==> src/rtl/europa_lpddr_perf_cnt_sampler.sv <==
`default_nettype none
// ============================================================================
// Module : europa_lpddr_perf_cnt_sampler
// Desc   : Ctrl-domain window sampler for a bank of async LPDDR perf counters.
//          Optional back-to-back windows: EUROPA_LPDDR_PERF_SAMPLER_CONTINUOUS_EN
// Rev    : 1.0 - initial release
// ============================================================================
module europa_lpddr_perf_cnt_sampler #(
    parameter int NUM_COUNTERS  = 4,
    parameter int COUNTER_WIDTH = 32,
    parameter int WINDOW_WIDTH  = 32,
    parameter int SETTLE_CYCLES = 12
) (
    input  logic                                  i_clk,
    input  logic                                  i_rst_n,
    input  logic                                  i_start,
    input  logic                                  i_abort,
    input  logic [WINDOW_WIDTH-1:0]               i_window_len,
`ifdef EUROPA_LPDDR_PERF_SAMPLER_CONTINUOUS_EN
    input  logic                                  i_continuous,
`endif
    output logic                                  o_cnt_en,
    output logic                                  o_cnt_flush,
    input  logic [NUM_COUNTERS*COUNTER_WIDTH-1:0] i_cnt_value,
    output logic [NUM_COUNTERS*COUNTER_WIDTH-1:0] o_sample,
    output logic [WINDOW_WIDTH-1:0]               o_window_remaining,
    output logic                                  o_busy,
    output logic                                  o_done,
    output logic                                  o_aborted
);

    localparam int                  c_SW          = (SETTLE_CYCLES < 1) ? 1 : $clog2(SETTLE_CYCLES + 1);
    localparam logic [c_SW-1:0]     c_SETTLE_LOAD = c_SW'(SETTLE_CYCLES);
    localparam logic [c_SW-1:0]     c_SETTLE_ONE  = c_SW'(1);
    localparam logic [WINDOW_WIDTH-1:0] c_WIN_ONE = WINDOW_WIDTH'(1);

    generate
        if (SETTLE_CYCLES < 1) begin : g_settle_check
            $error("SETTLE_CYCLES must be at least 1");
        end
    endgenerate

    typedef enum logic [2:0] {
        S_IDLE    = 3'd0,
        S_FLUSH   = 3'd1,
        S_SETTLE  = 3'd2,
        S_RUN     = 3'd3,
        S_STOP    = 3'd4,
        S_CAPTURE = 3'd5
    } state_t;

    state_t                                r_state;
    state_t                                w_next_state;
    logic                                  w_take_abort;
    logic                                  w_load_win;
    logic [c_SW-1:0]                       r_settle;
    logic [WINDOW_WIDTH-1:0]               r_win_len;
    logic [WINDOW_WIDTH-1:0]               r_remaining;
    logic                                  r_cnt_en;
    logic                                  r_cnt_flush;
    logic                                  r_busy;
    logic                                  r_done;
    logic                                  r_aborted;
    logic [NUM_COUNTERS*COUNTER_WIDTH-1:0] r_sample;

    always_comb begin
        w_next_state = r_state;
        w_load_win   = 1'b0;
        w_take_abort = i_abort && (r_state inside {S_FLUSH, S_SETTLE, S_RUN, S_STOP});
        case (r_state)
            S_IDLE: begin
                if (i_start && !i_abort) begin
                    w_next_state = S_FLUSH;
                    w_load_win   = 1'b1;
                end
            end
            S_FLUSH:  w_next_state = S_SETTLE;
            S_SETTLE: if (r_settle == c_SETTLE_ONE) w_next_state = S_RUN;
            S_RUN:    if (r_remaining == c_WIN_ONE) w_next_state = S_STOP;
            S_STOP:   if (r_settle == c_SETTLE_ONE) w_next_state = S_CAPTURE;
            S_CAPTURE: begin
                w_next_state = S_IDLE;
`ifdef EUROPA_LPDDR_PERF_SAMPLER_CONTINUOUS_EN
                if (i_continuous) begin
                    w_next_state = S_FLUSH;
                    w_load_win   = 1'b1;
                end
`endif
            end
            default:  w_next_state = S_IDLE;
        endcase
        if (w_take_abort) begin
            w_next_state = S_IDLE;
        end
    end

    always_ff @(posedge i_clk or negedge i_rst_n) begin
        if (!i_rst_n) begin
            r_state <= S_IDLE;
        end else begin
            r_state <= w_next_state;
        end
    end

    // Every output is a registered decode of the next state, so each one
    // changes on the same edge the FSM enters the state it belongs to.
    always_ff @(posedge i_clk or negedge i_rst_n) begin
        if (!i_rst_n) begin
            r_settle    <= '0;
            r_win_len   <= '0;
            r_remaining <= '0;
            r_cnt_en    <= 1'b0;
            r_cnt_flush <= 1'b0;
            r_busy      <= 1'b0;
            r_done      <= 1'b0;
            r_aborted   <= 1'b0;
            r_sample    <= '0;
        end else begin
            if (w_load_win) begin
                r_win_len <= (i_window_len == '0) ? c_WIN_ONE : i_window_len;
            end

            if (w_next_state == S_SETTLE || w_next_state == S_STOP) begin
                r_settle <= (r_state == w_next_state) ? (r_settle - c_SETTLE_ONE) : c_SETTLE_LOAD;
            end else begin
                r_settle <= '0;
            end

            if (w_next_state == S_RUN) begin
                r_remaining <= (r_state == S_RUN) ? (r_remaining - c_WIN_ONE) : r_win_len;
            end else begin
                r_remaining <= '0;
            end

            r_cnt_en    <= (w_next_state == S_RUN);
            r_cnt_flush <= (w_next_state == S_FLUSH);
            r_busy      <= (w_next_state != S_IDLE);
            r_done      <= (w_next_state == S_CAPTURE);
            r_aborted   <= w_take_abort;

            if (w_next_state == S_CAPTURE) begin
                r_sample <= i_cnt_value;
            end
        end
    end

    assign o_cnt_en           = r_cnt_en;
    assign o_cnt_flush        = r_cnt_flush;
    assign o_sample           = r_sample;
    assign o_window_remaining = r_remaining;
    assign o_busy             = r_busy;
    assign o_done             = r_done;
    assign o_aborted          = r_aborted;

endmodule
`default_nettype wire

==> config.mk <==
export PLATFORM = sky130hd
export DESIGN_NAME = europa_lpddr_perf_cnt_sampler
export DESIGN_NICKNAME = d
export VERILOG_FILES = /design/src/rtl/europa_lpddr_perf_cnt_sampler.sv
export SDC_FILE = /design/constraint.sdc
export NUM_CORES = 1
export LEC_CHECK = 0
export BUFFER_PORTS_ARGS = -buffer_cell sky130_fd_sc_hd__buf_4
export CAP_MARGIN = 20
export CORE_UTILIZATION = 50
export DETAILED_ROUTE_END_ITERATION = 7
export GPL_TIMING_DRIVEN = 0
export PLACE_DENSITY = 0.81
export SYNTH_ARGS = -nofsm -noshare
export SYNTH_HDL_FRONTEND = slang
export SYNTH_SLANG_ARGS = --single-unit
==> constraint.sdc <==
create_clock -name i_clk -period 3.5 [get_ports i_clk]
set_input_delay 0.35 -clock i_clk [delete_from_list [all_inputs] [get_ports i_clk]]
set_output_delay 0.35 -clock i_clk [all_outputs]
set_load 0.02 [all_outputs]
==> out/metrics.yaml <==
status: "finished clean"
netlist_instances: 608
area_growth_pct: 39.6
crit_fanout: 6
syn_area_per_cell_sq_um: 14.6
finalNetCount: 1130
ios: 329
cts_setup_buffers: 0
cts_buffers: 22
cts_buffer_depth: 3
rows: 48
grt_pass1_wl_mm: 37.9
irDropWorstVdd_v: 0.000466
place_ws_ns: 0.443
path_clk_slew_ns: 0.06
netlist_area_sq_um: 8910
fmax_ghz: 0.312
finalWorstSetupSlack_ns: 0.300
start_util_pct: 51.3
gr-usage-all-layers_pct: 27.0
dieHeight_microns: 135
fin_crit_ns: 3.20
ys_ff_latch: 204
n_antenna_cell: 0
ys_types: 43
viasPerCell: 5.33
first_global_vias: 6643
yosysWarnings: 0
clockRootBuffer: "clkbuf_16"
dr.first_iter.drc_count: 231
tightestPinTransition_ns: 1.04
cts_sinks: 204
ant_nets: 0
synthFlopType: "dfrtp_1"
leakage_nw: 6.65
cap_violations: 0
drive_gt1_share_pct: 56.4
port_buffers: 328
reg2reg_slack_ns: 0.30
synth-seq-area-share_pct: 57.3
dr.pass1.iters: 5
tns_ns: 0
core_sq_um: 17400
fin_skew_ns: 0.0132
hpwlAfterDp_mm: 18.1
drc_errors: 0
hp-class: "in -> reg"
synth_edf_count: 0
fillers: 1176
wl_mm: 24.7
htree_levels: 1
cts_tree: "yes"
finalHoldViolCount: 0
arrival_ns: 3.59
power_mw: 6.08
yosysTopAreaCell: "dfrtp_1"
grt_max_degree: 116
p_per_area_nw_per_um2: 489
cp_slowest_cell: "nor4_1"
antenna_found_initial: 0
regArea_sq_um: 5100
wire_per_inst_microns: 20.6
required_ns: 3.89
async_reset_ff_share_pct: 100
die_area_sq_um: 18300
multi_input_area_sq_um: 3520
die_w_microns: 135
cpPeakStageDelay_ns: 0.91
clk_latency_ns: 0.50
fin_crit_sh_pct: 91.4
synthesis.nets: 776
post-route-util_pct: 71.7
setup.worst_path.class: "reg -> reg"
yosys.area.top_type_share_pct: 57.3
num_vias: 6411
slew_viol_final: 0
maxSlewHeadroom_pct: 30.0
endpoint_kind: "flop"
gp_congestion: 0.843
synth_area_leaders: "dfrtp_1 (57%), mux2_4 (18%), mux2_2 (6.4%)"
overflow: 0
worst_setup_path_start_kind: "flop"
setup_viol: 0
rsz0062_at_grt: "no"
worstPathCellList: "nor4_1, or4b_4, nor3_1, nand3b_1, xor2_1, a211oi_1"
-- stage by stage --
step / hold slack, ns / cell area (sq um) / std cells
2_1_floorplan: 0.0544 / 8910 / 608
3_5_place_dp: 0.394 / 11700 / 1162
3_3_place_gp: 0.468 / 11600 / 1161
6_report: 0.0567 / 12400 / 1203
5_1_grt: 0.0542 / 12400 / 1203
4_1_cts: 0.0442 / 12400 / 1203
-- path summary, 6_finish.rpt --
kind                                        from  cells after the start                endpoint
setup / recovery           o_window_remaining[2]                      6  o_window_remaining[22]
hold / removal                           i_abort                      2              r_state[2]
setup reg to reg           o_window_remaining[2]                      6  o_window_remaining[22]
hold reg to reg                     r_win_len[0]                      2            r_win_len[0]
max in group asynchronous                i_rst_n                      3           r_win_len[30]
min in group asynchronous                i_rst_n                      2           o_sample[126]
-- state kept, by name (all words and copies together), names as in the netlist --
| name | flops |
|---|---|
| o_cnt_en | 1 |
| r_settle | 4 |
| r_state | 3 |
| o_done | 1 |
| o_aborted | 1 |
| o_cnt_flush | 1 |
| o_busy | 1 |
| o_window_remaining | 32 |
| r_win_len | 32 |
| o_sample | 128 |
-- what timing repair did --
action,CTS,global route
endpoints found under the hold margin,89,0
hold buffers,1,0
resized for setup,0,0
-- cells in the mapped netlist (5+ instances only) --
library cell	instances
xor2_1	15
clkbuf_1	12
a21oi_1	5
nand4_1	5
nor2_1	54
mux2_4	109
a211oi_1	29
mux2_2	51
nand2_1	12
buf_8	10
nor4_1	14
dfrtp_1	204
inv_1	9
xnor2_1	16
nor3_1	9
-- kinds of logic (layout without fill, tap and decap cells) --
| kind of cell | after synthesis | in the layout | share of synthesized area (%) |
|---|---|---|---|
| AO/OA/AOI/OAI | 46 | 46 | 3.71 |
| XOR/XNOR | 31 | 31 | 3.05 |
| adder cells (fa/ha/maj) | 4 | 4 | 0.562 |
| AND/OR/NAND/NOR | 125 | 125 | 7.40 |
| buffers and inverters | 38 | 408 | 3.13 |
| flip-flops | 204 | 204 | 57.3 |
| multiplexers | 160 | 160 | 24.8 |
-- worst max-delay path, delay by kind of cell (launching register included) --
family,cells,cell delay (ns)
and+or+nand+nor,4,2.23
DFF,1,0.43
AOI/OAI and AO/OA,1,0.25
xor gates and xnor gates,1,0.18
-- cells in the final DEF, fill, tap and decap left out, types with 12 or more instances in the layout --
cell type	Yosys	final
dfrtp_1	204	204
nand2_1	12	12
buf_4	0	327
mux2_2	51	51
nor4_1	14	14
mux2_4	109	109
clkbuf_1	12	14
a211oi_1	29	29
nor2_1	54	54
clkbuf_16	0	23
xnor2_1	16	16
xor2_1	15	15
-- area by class of cell --
class	instances	share of cell area [%]
Inverter	9	0.272
Sequential cell	204	41.0
Multi-Input combinational cell	366	28.3
Timing Repair Buffer	330	20.2
Clock inverter	12	0.946
Buffer	29	1.97
Tap cell	225	2.26
Clock buffer	28	5.02
-- metal layers --
metal  vias to the layer above  track usage, %  routed length [microns]
met3                        53            6.96                     1870
li1                       2873               -                        -
met5                         -               0                        0
met4                         0            11.0                      983
met1                      3247            32.4                     9480
met2                       238            46.2                    12400
-- power by group --
part           leakage (nW)  switching (mW)  internal (mW)
registers              2.63           0.118           2.56
logic                  3.66           0.493          0.550
clock network         0.363           0.948           1.41
total                  6.65            1.56           4.52
(Power assumes the default switching activity.)
